`config.mk`:
```
export PLATFORM = sky130hd
export DESIGN_NAME = bp_update_sched
export DESIGN_NICKNAME = d
export VERILOG_FILES = /design/src/rtl/bp_update_sched.sv
export SDC_FILE = /design/constraint.sdc
export NUM_CORES = 1
export LEC_CHECK = 0
export ABC_CLOCK_PERIOD_IN_PS = 3500
export CAP_MARGIN = 20
export CORE_ASPECT_RATIO = 0.6
export CORE_MARGIN = 5
export CORE_UTILIZATION = 40
export CTS_CLUSTER_DIAMETER = 80
export DETAILED_ROUTE_END_ITERATION = 7
export PLACE_DENSITY = 0.7
export SLEW_MARGIN = 20
export SYNTH_ARGS = -nofsm -noshare
export SYNTH_HDL_FRONTEND = slang
export SYNTH_SLANG_ARGS = --single-unit
```
`constraint.sdc`:
```
create_clock -name i_clk -period 3.5 [get_ports i_clk]
set_clock_uncertainty 0.1 [all_clocks]
set_input_delay 1.05 -clock i_clk [delete_from_list [all_inputs] [get_ports i_clk]]
set_output_delay 1.05 -clock i_clk [all_outputs]
set_load 0.01 [all_outputs]
```
`src/rtl/bp_update_sched.sv`:
```
// gshare PHT update scheduler: buffers resolved branch outcomes, owns the GHR and
// arbitrates the single-port PHT between Fetch lookups and queued counter updates.
module bp_update_sched #(
    parameter int GBIT       = 10,
    parameter int DEPTH      = 4,
    parameter int STARVE_MAX = 3
) (
    input  logic                       i_clk,
    input  logic                       i_rst,
    input  logic                       i_res_valid,
    input  logic [GBIT-1:0]            i_res_idx,
    input  logic                       i_res_taken,
    output logic                       o_res_ready,
    input  logic                       i_lkp_valid,
    output logic                       o_lkp_grant,
    output logic                       o_fetch_stall,
    output logic                       o_pht_we,
    output logic [GBIT-1:0]            o_pht_waddr,
    output logic                       o_pht_wtaken,
    output logic [GBIT-1:0]            o_ghr,
    input  logic                       i_drain,
    output logic                       o_drain_done,
    output logic [$clog2(DEPTH+1)-1:0] o_count
);

    localparam int PW = $clog2(DEPTH);
    localparam int CW = $clog2(DEPTH+1);
    localparam int SW = $clog2(STARVE_MAX+1);

    localparam logic [CW-1:0] CNT_ZERO  = {CW{1'b0}};
    localparam logic [CW-1:0] CNT_ONE   = CW'(1);
    localparam logic [CW-1:0] CNT_FULL  = CW'(DEPTH);
    localparam logic [PW-1:0] PTR_ONE   = PW'(1);
    localparam logic [SW-1:0] STV_ZERO  = {SW{1'b0}};
    localparam logic [SW-1:0] STV_ONE   = SW'(1);
    localparam logic [SW-1:0] STV_MAX   = SW'(STARVE_MAX);

    typedef enum logic [1:0] {
        ST_RUN   = 2'd0,
        ST_DRAIN = 2'd1,
        ST_DONE  = 2'd2
    } state_t;

    state_t            state_r;
    state_t            state_nxt_s;
    logic [GBIT-1:0]   ghr_r;
    logic [GBIT-1:0]   idx_mem_r   [DEPTH];
    logic              taken_mem_r [DEPTH];
    logic [PW-1:0]     wr_ptr_r;
    logic [PW-1:0]     rd_ptr_r;
    logic [CW-1:0]     count_r;
    logic [SW-1:0]     starve_r;

    logic              empty_s;
    logic              res_ready_s;
    logic              push_s;
    logic              pht_we_s;
    logic              grant_s;

    assign empty_s     = (count_r == CNT_ZERO);
    assign res_ready_s = (count_r != CNT_FULL) && (state_r == ST_RUN);
    assign push_s      = i_res_valid & res_ready_s;

    // PHT port arbitration: queued update vs Fetch lookup
    always_comb begin
        pht_we_s = 1'b0;
        grant_s  = 1'b0;
        if (!empty_s) begin
            if ((state_r == ST_DRAIN) || !i_lkp_valid || (starve_r == STV_MAX)) begin
                pht_we_s = 1'b1;
            end else begin
                grant_s = i_lkp_valid;
            end
        end else begin
            grant_s = i_lkp_valid;
        end
    end

    // Drain sequencing; emptiness is judged before this cycle's write
    always_comb begin
        state_nxt_s = state_r;
        case (state_r)
            ST_RUN: begin
                if (i_drain) begin
                    state_nxt_s = ST_DRAIN;
                end else begin
                    state_nxt_s = ST_RUN;
                end
            end
            ST_DRAIN: begin
                if (empty_s) begin
                    state_nxt_s = ST_DONE;
                end else begin
                    state_nxt_s = ST_DRAIN;
                end
            end
            ST_DONE:  state_nxt_s = ST_RUN;
            default:  state_nxt_s = ST_RUN;
        endcase
    end

    // FSM state register
    always_ff @(posedge i_clk) begin
        if (i_rst) begin
            state_r <= ST_RUN;
        end else begin
            state_r <= state_nxt_s;
        end
    end

    // Global history shifts in the resolved direction at the MSB on every accepted push
    always_ff @(posedge i_clk) begin
        if (i_rst) begin
            ghr_r <= {GBIT{1'b1}};
        end else if (push_s) begin
            ghr_r <= {i_res_taken, ghr_r[GBIT-1:1]};
        end
    end

    // Update FIFO storage and pointers
    always_ff @(posedge i_clk) begin
        if (i_rst) begin
            wr_ptr_r <= {PW{1'b0}};
            rd_ptr_r <= {PW{1'b0}};
            for (int i = 0; i < DEPTH; i++) begin
                idx_mem_r[i]   <= {GBIT{1'b0}};
                taken_mem_r[i] <= 1'b0;
            end
        end else begin
            if (push_s) begin
                idx_mem_r[wr_ptr_r]   <= i_res_idx;
                taken_mem_r[wr_ptr_r] <= i_res_taken;
                wr_ptr_r              <= wr_ptr_r + PTR_ONE;
            end
            if (pht_we_s) begin
                rd_ptr_r <= rd_ptr_r + PTR_ONE;
            end
        end
    end

    // Occupancy: simultaneous push and pop cancel
    always_ff @(posedge i_clk) begin
        if (i_rst) begin
            count_r <= CNT_ZERO;
        end else begin
            case ({push_s, pht_we_s})
                2'b10:   count_r <= count_r + CNT_ONE;
                2'b01:   count_r <= count_r - CNT_ONE;
                default: count_r <= count_r;
            endcase
        end
    end

    // Starvation counter: consecutive lookup wins while an update waits
    always_ff @(posedge i_clk) begin
        if (i_rst) begin
            starve_r <= STV_ZERO;
        end else if (empty_s || pht_we_s) begin
            starve_r <= STV_ZERO;
        end else if (grant_s && (starve_r != STV_MAX)) begin
            starve_r <= starve_r + STV_ONE;
        end else begin
            starve_r <= starve_r;
        end
    end

    assign o_res_ready   = res_ready_s;
    assign o_lkp_grant   = grant_s;
    assign o_fetch_stall = i_lkp_valid & ~grant_s;
    assign o_pht_we      = pht_we_s;
    assign o_pht_waddr   = empty_s ? {GBIT{1'b0}} : idx_mem_r[rd_ptr_r];
    assign o_pht_wtaken  = empty_s ? 1'b0 : taken_mem_r[rd_ptr_r];
    assign o_ghr         = ghr_r;
    assign o_drain_done  = (state_r == ST_DONE);
    assign o_count       = count_r;

endmodule

```
Word-level counts from Yosys, hierarchy flattened
Memories as Yosys holds them, arrays and structs flattened. A register that Yosys moved wholly into a read port is not among the register bits.
Index checks and enable logic that the tools add are counted.

word-level totals
  bits in registers = 21
  memory bits (writable) = 44
  logic and storage cells = 60
  memories kept = 2

memory list
  memory       words  width  read ports  clocked after Yosys merged registers in  wr ports  line  source
  idx_mem_r    4      10     1           1                                        4         47    logic [GBIT-1:0] idx_mem_r [DEPTH];
  taken_mem_r  4      1      1           1                                        4         48    logic taken_mem_r [DEPTH];

operators by class
  add/subtract/negate cells = 5
  equal/unequal tests = 7
  muxes and demuxes = 25
  bitwise gates (word level) = 3
  reductions and logical operators = 12

operator list
  cell                                                  number
  two-way mux 10 bit                                    2
  two-way mux 1 bit                                     14
  two-way mux 2 bit                                     7
  OR reduction 10 bit                                   1
  adder 2 x 1 -> 2 bit (second input constant)          3
  equality test 2 bit (second input constant)           3
  case mux 3 bit (2 select lines)                       1
  equality test 2 x 1 -> 1 bit (second input constant)  2
  case mux 2 bit (2 select lines)                       1
  adder 3 x 1 -> 3 bit (second input constant)          1
  zero test 3 bit                                       1
  logical OR 1 bit                                      3
  inequality test 3 bit (second input constant)         1
  subtractor 3 x 1 -> 3 bit (second input constant)     1
  bitwise AND 1 bit                                     2
  logical AND 1 bit                                     2
  zero test 2 bit                                       1
  inequality test 2 bit (second input constant)         1
  nonzero test 2 bit                                    1
  OR reduction 2 bit                                    1
  zero test 1 bit                                       1
  inverter 1 bit                                        1
  OR reduction 1 bit                                    1

Logic depth before layout (Yosys ltp)
  depth in word-level cells = 8
  depth in mapped cells = 11

Least setup slack after synthesis
Ideal clock, no wire load.

  path kind = input -> register
  from = input port i_res_valid
  to = register count_r[2], in the netlist o_count[2]
  arrival time = 2.708 ns
  slack = 0.621 ns
  stages on the path = 10
  path through = and3_1 > buf_6 > inv_2 > buf_2 > ha_1 > inv_1 > fa_1 > xor2_1 > or3_1 > a21oi_1

between the ends
  longest elaborated chain between the ends = 3
  elaborated cells on any way between the ends = 5
  classes of those cells = eq/ne: 2; mux: 1; bitwise: 1; reduce/logical: 1

ends and longest elaborated chain
  item                                                                   line  source
  start: declaration                                                     10    input logic i_res_valid,
  bitwise AND 1 bit (*)                                                  62    assign push_s = i_res_valid & res_ready_s;
  equality test 2 x 1 -> 1 bit or equality test 2 bit (tied branches)    146   case ({push_s, pht_we_s})
  case mux 3 bit (2 select lines) or nonzero test 2 bit (tied branches)  n/a
  end signal: assignment                                                 147   2'b10: count_r <= count_r + CNT_ONE;
  end signal: assignment                                                 148   2'b01: count_r <= count_r - CNT_ONE;
  end signal: assignment                                                 149   default: count_r <= count_r;
  end: declaration                                                       51    logic [CW-1:0] count_r;

Every way passes the cells marked *; elsewhere a longest branch is shown, timed or not.
A chain may end at the register's enable or synchronous reset.

Worst setup path after layout
  from = input port i_lkp_valid
  to = output port o_fetch_stall

between the ends
  longest elaborated chain between the ends = 7

ends and longest elaborated chain
  item                           line  source
  start: declaration             14    input logic i_lkp_valid,
  zero test 1 bit                69    if ((state_r == ST_DRAIN) || !i_lkp_valid || (starve_r == STV_MAX)) begin
  logical OR 1 bit (2 in a row)  69
  two-way mux 1 bit              69
  two-way mux 1 bit              68    if (!empty_s) begin
  inverter 1 bit                 169   assign o_fetch_stall = i_lkp_valid & ~grant_s;
  bitwise AND 1 bit (*)          169
  end: declaration               16    output logic o_fetch_stall,

Marks and branches as above.

==> results.tsv <==
stage	metric	value	unit
pwr	Clk pwr share	30.7	%
cells_and_area	layout cells sized above 1	14.2	%
setup_path	worst r2r src	o_count[2]$_SDFFE_PP0P_	
clocking	CTS tree	built	
setup_path	Buffers & Inverters on Critical Path	2	
synth	register area share after synthesis	61.7	%
floorplanning	die height	75.8	um
global_route	largest net degree at the start of global routing	22	
pwr	P per Cell Area	785	nW/um^2
floorplanning	Die Footprint	9080	um^2
pwr	Switching Fraction	29.5	%
drt	wl on met1	2780	um
synth	top cells by area, synth	edfxtp_1 (46%), dfxtp_1 (16%), mux4_2 (8.6%)	
floorplanning	core area	7150	um^2
setup_path	CP delay by family, top	buffers and inverters	
synth	Synth area leader	edfxtp_1	
setup_path	crit path from	i_lkp_valid	
cells_and_area	area delta synth->final	30.5	%
cells_and_area	# fillers	635	
drt	Wirelength per Cell	15.3	um
clocking	TritonCTS Sinks	67	
flow_run	MaxCap Viol Count	0	
global_route	initial antenna violation count	0	
drt	DR vias	1924	
sta	final hold vios	0	
clocking	CTS max path bufs	2	
setup_path	ordered list of cells on the worst path	clkdlybuf4s50_1 > nand2b_1 > nor2_1 > clkdlybuf4s50_1	
clocking	Hold-fix buffers, CTS	0	
global_route	global-route wire length before repair	9790	um
global_route	grt ovf	0	
synth	cell area after synthesis	2890	um^2
synth	post-synthesis cell count	244	
sta	max-slew violations	0	
placement	IO buf count	44	
worst_hold_path	worst hold path class	reg2reg	
placement	Placer Congestion	0.755	
sta	setup TNS	0	ps
synth	Yosys warning total	0	
synth	area share of the largest cell type after synthesis	45.7	%
setup_path	Worst Path Max Fanout	3	
drt	DRT Pass-1 Iters	4	
clocking	TritonCTS Buffers	9	
synth	Post-synth EDFFs	44	
clocking	postcts setup bufs	0	
synth	flip-flop and latch count after synthesis	67	
drt	routed wl met3	357	um
floorplanning	Starting Density	40.4	%
placement	Detail Placement HPWL	4080	um
clocking	clk_lat worst skew	330	ps
global_route	GRT Util Overall	14.6	%
synth	asr flop ratio synth	0	%
sta	unrepaired setup endpoints after global routing	no	
clocking	CTS resizes	0	
worst_hold_path	Hold Crit Start	starve_r[0]$_SDFFE_PP0P_	
drt	uppermost routed layer	met4	
floorplanning	Cell Rows	24	
setup_path	most used cell, CP	clkdlybuf4s50_1	
synth	syn avg cell area	11.8	um^2
setup_path	CP Class	in2out	
floorplanning	DIE WIDTH	120	um
pwr	Internal	0.00209	W
sta	Worst Max-Slew Pin Slew	634	ps
drt	Routed Antenna Nets	0	
cells_and_area	nets@finish	317	
drt	routed wl met2	2790	um
synth	Post-Syn Nets	263	
setup_path	Slowest-stage cell, CP	clkdlybuf4s50_1	
sta	fmax	290	MHz
status	status	completed	
sta	slew margin rel.	57.7	%
sta	Final Cycle Share	98.6	%
clocking	CTS clk-pin slew, worst paths	50	ps
setup_path	crit start category	input pin	
drt	Final Routed Wirelength	6040	um
setup_path	Critical Path AT	2300	ps
clocking	clk root buf	clkbuf_16	
pwr	Pleak	1.42	nW
synth	Synth Flop Type	edfxtp_1	
sta	Final min period	3450	ps
sta	Final setup viols	0	
global_route	number of global-route vias before repair	1994	
clocking	# H-tree levels	3	
setup_path	element type at the critical path end	output port	
setup_path	Crit path largest cell delay	540	ps
pwr	Comb power frac	32.6	%
pwr	VDD IR-drop max	0.308	mV
pwr	sequential share of power	36.7	%
cells_and_area	Diodes inserted	0	
cells_and_area	Finished Core Util	52.8	%
setup_path	Req. time, crit path	2350	ps
drt	Starting DRT DRC Count	137	
pwr	net switching power	0.000872	W
floorplanning	I/O pin total	45	
drt	Post-route DRC	0	
synth	Cell variety after synth	34	
drt	DR vias/cell	4.88	
worst reg2reg max path, cell delays in order, from the launching register on:
cell,delay (ps)
dfxtp_1,400
or3b_1,380
and3_1,210
inv_2,70
ha_1,170
inv_1,60
fa_1,390
xor2_1,160
or3_1,300
a21oi_1,130
cells in the final DEF (no fill, tap or decap), types with 2 or more instances in the layout:
cell type        instances
nor2_1                  54
edfxtp_1                44
clkdlybuf4s50_1         44
nand2_1                 23
dfxtp_1                 23
nand2b_1                17
a21oi_1                 14
buf_4                   13
nor2b_1                 12
mux4_2                  11
clkbuf_16               10
inv_1                    5
and3_1                   2
or3_1                    2
xnor2_1                  2
xor2_1                   2
o21ai_0                  2
ha_1                     2
clkinv_2                 2
clkbuf_1                 2
final timing paths:
kind	slack, ps	endpoint	depth (start not counted)
hold reg to reg	330	starve_r[0]$_SDFFE_PP0P_	1
setup reg to reg	1060	o_count[2]$_SDFFE_PP0P_	9
hold / removal	330	starve_r[0]$_SDFFE_PP0P_	1
setup / recovery	50	o_fetch_stall	4
cells by family (layout without fill, tap and decap cells):
family | after synthesis | count (layout) | share of synthesized area [%]
buf+inv | 20 | 79 | 3.55
xor+xnor | 4 | 4 | 1.21
simple gates | 118 | 118 | 19.2
fa+ha+maj | 3 | 3 | 1.56
flops | 67 | 67 | 61.7
compound gates | 21 | 21 | 4.20
mux | 11 | 11 | 8.58
power groups by stage:
stage | clock network [W] | logic, W | registers [W]
after global routing | 0.000955 | 0.00106 | 0.00110
after CTS | 0.000922 | 0.000982 | 0.00109
after detailed placement | 0 | 0.000974 | 0.00110
final | 0.000909 | 0.000965 | 0.00109
after global placement | 0 | 0.000956 | 0.00110
after floorplan | 0 | 0.000558 | 0.00109
cells in the mapped netlist (2+ instances only):
| master | instances |
|---|---|
| buf_2 | 4 |
| ha_1 | 2 |
| nor2b_1 | 12 |
| nand2b_1 | 17 |
| inv_1 | 5 |
| edfxtp_1 | 44 |
| xor2_1 | 2 |
| nand2_1 | 23 |
| xnor2_1 | 2 |
| buf_6 | 2 |
| buf_4 | 2 |
| o21ai_0 | 2 |
| a21oi_1 | 14 |
| nor2_1 | 54 |
| or3_1 | 2 |
| mux4_2 | 11 |
| clkbuf_1 | 6 |
| dfxtp_1 | 23 |
| and3_1 | 2 |
layout make-up:
cell class | instances | area, um^2 | area share [%]
clock buffers | 12 | 258 | 6.83
clock inverters | 4 | 47.5 | 1.26
inverters | 6 | 22.5 | 0.597
multi-input cells | 157 | 1010 | 26.8
flip-flops and latches | 67 | 1780 | 47.2
well taps | 91 | 114 | 3.02
repair buffers | 57 | 538 | 14.3
routing by layer:
layer  vias to the layer above  GRT usage [%]
met3                         9           5.49
met4                         0           6.09
met1                       926           17.1
li1                        947              -
met2                        42           24.9
met5                         -              0
sequential cells by signal, summed over array words and instances, names as in the netlist, named ones only:
| name | cells |
|---|---|
| idx_mem_r | 40 |
| o_count | 3 |
| rd_ptr_r | 2 |
| wr_ptr_r | 2 |
| state_r | 2 |
| taken_mem_r | 4 |
| o_ghr | 10 |
| starve_r | 2 |
stage by stage:
step / setup slack (ps) / hold WS [ps] / power [W] / instances / instance area, um^2
floorplan: 621 / 305 / 0.00165 / 244 / 2890
global placement: 73.5 / 322 / 0.00205 / 378 / 3470
CTS: 59.5 / 334 / 0.00299 / 394 / 3770
finish: 49.2 / 327 / 0.00296 / 394 / 3770
global route: 9.67 / 363 / 0.00312 / 394 / 3770
detailed placement: 67.1 / 326 / 0.00208 / 378 / 3470
No activity file was read; power rests on OpenSTA's default activity.
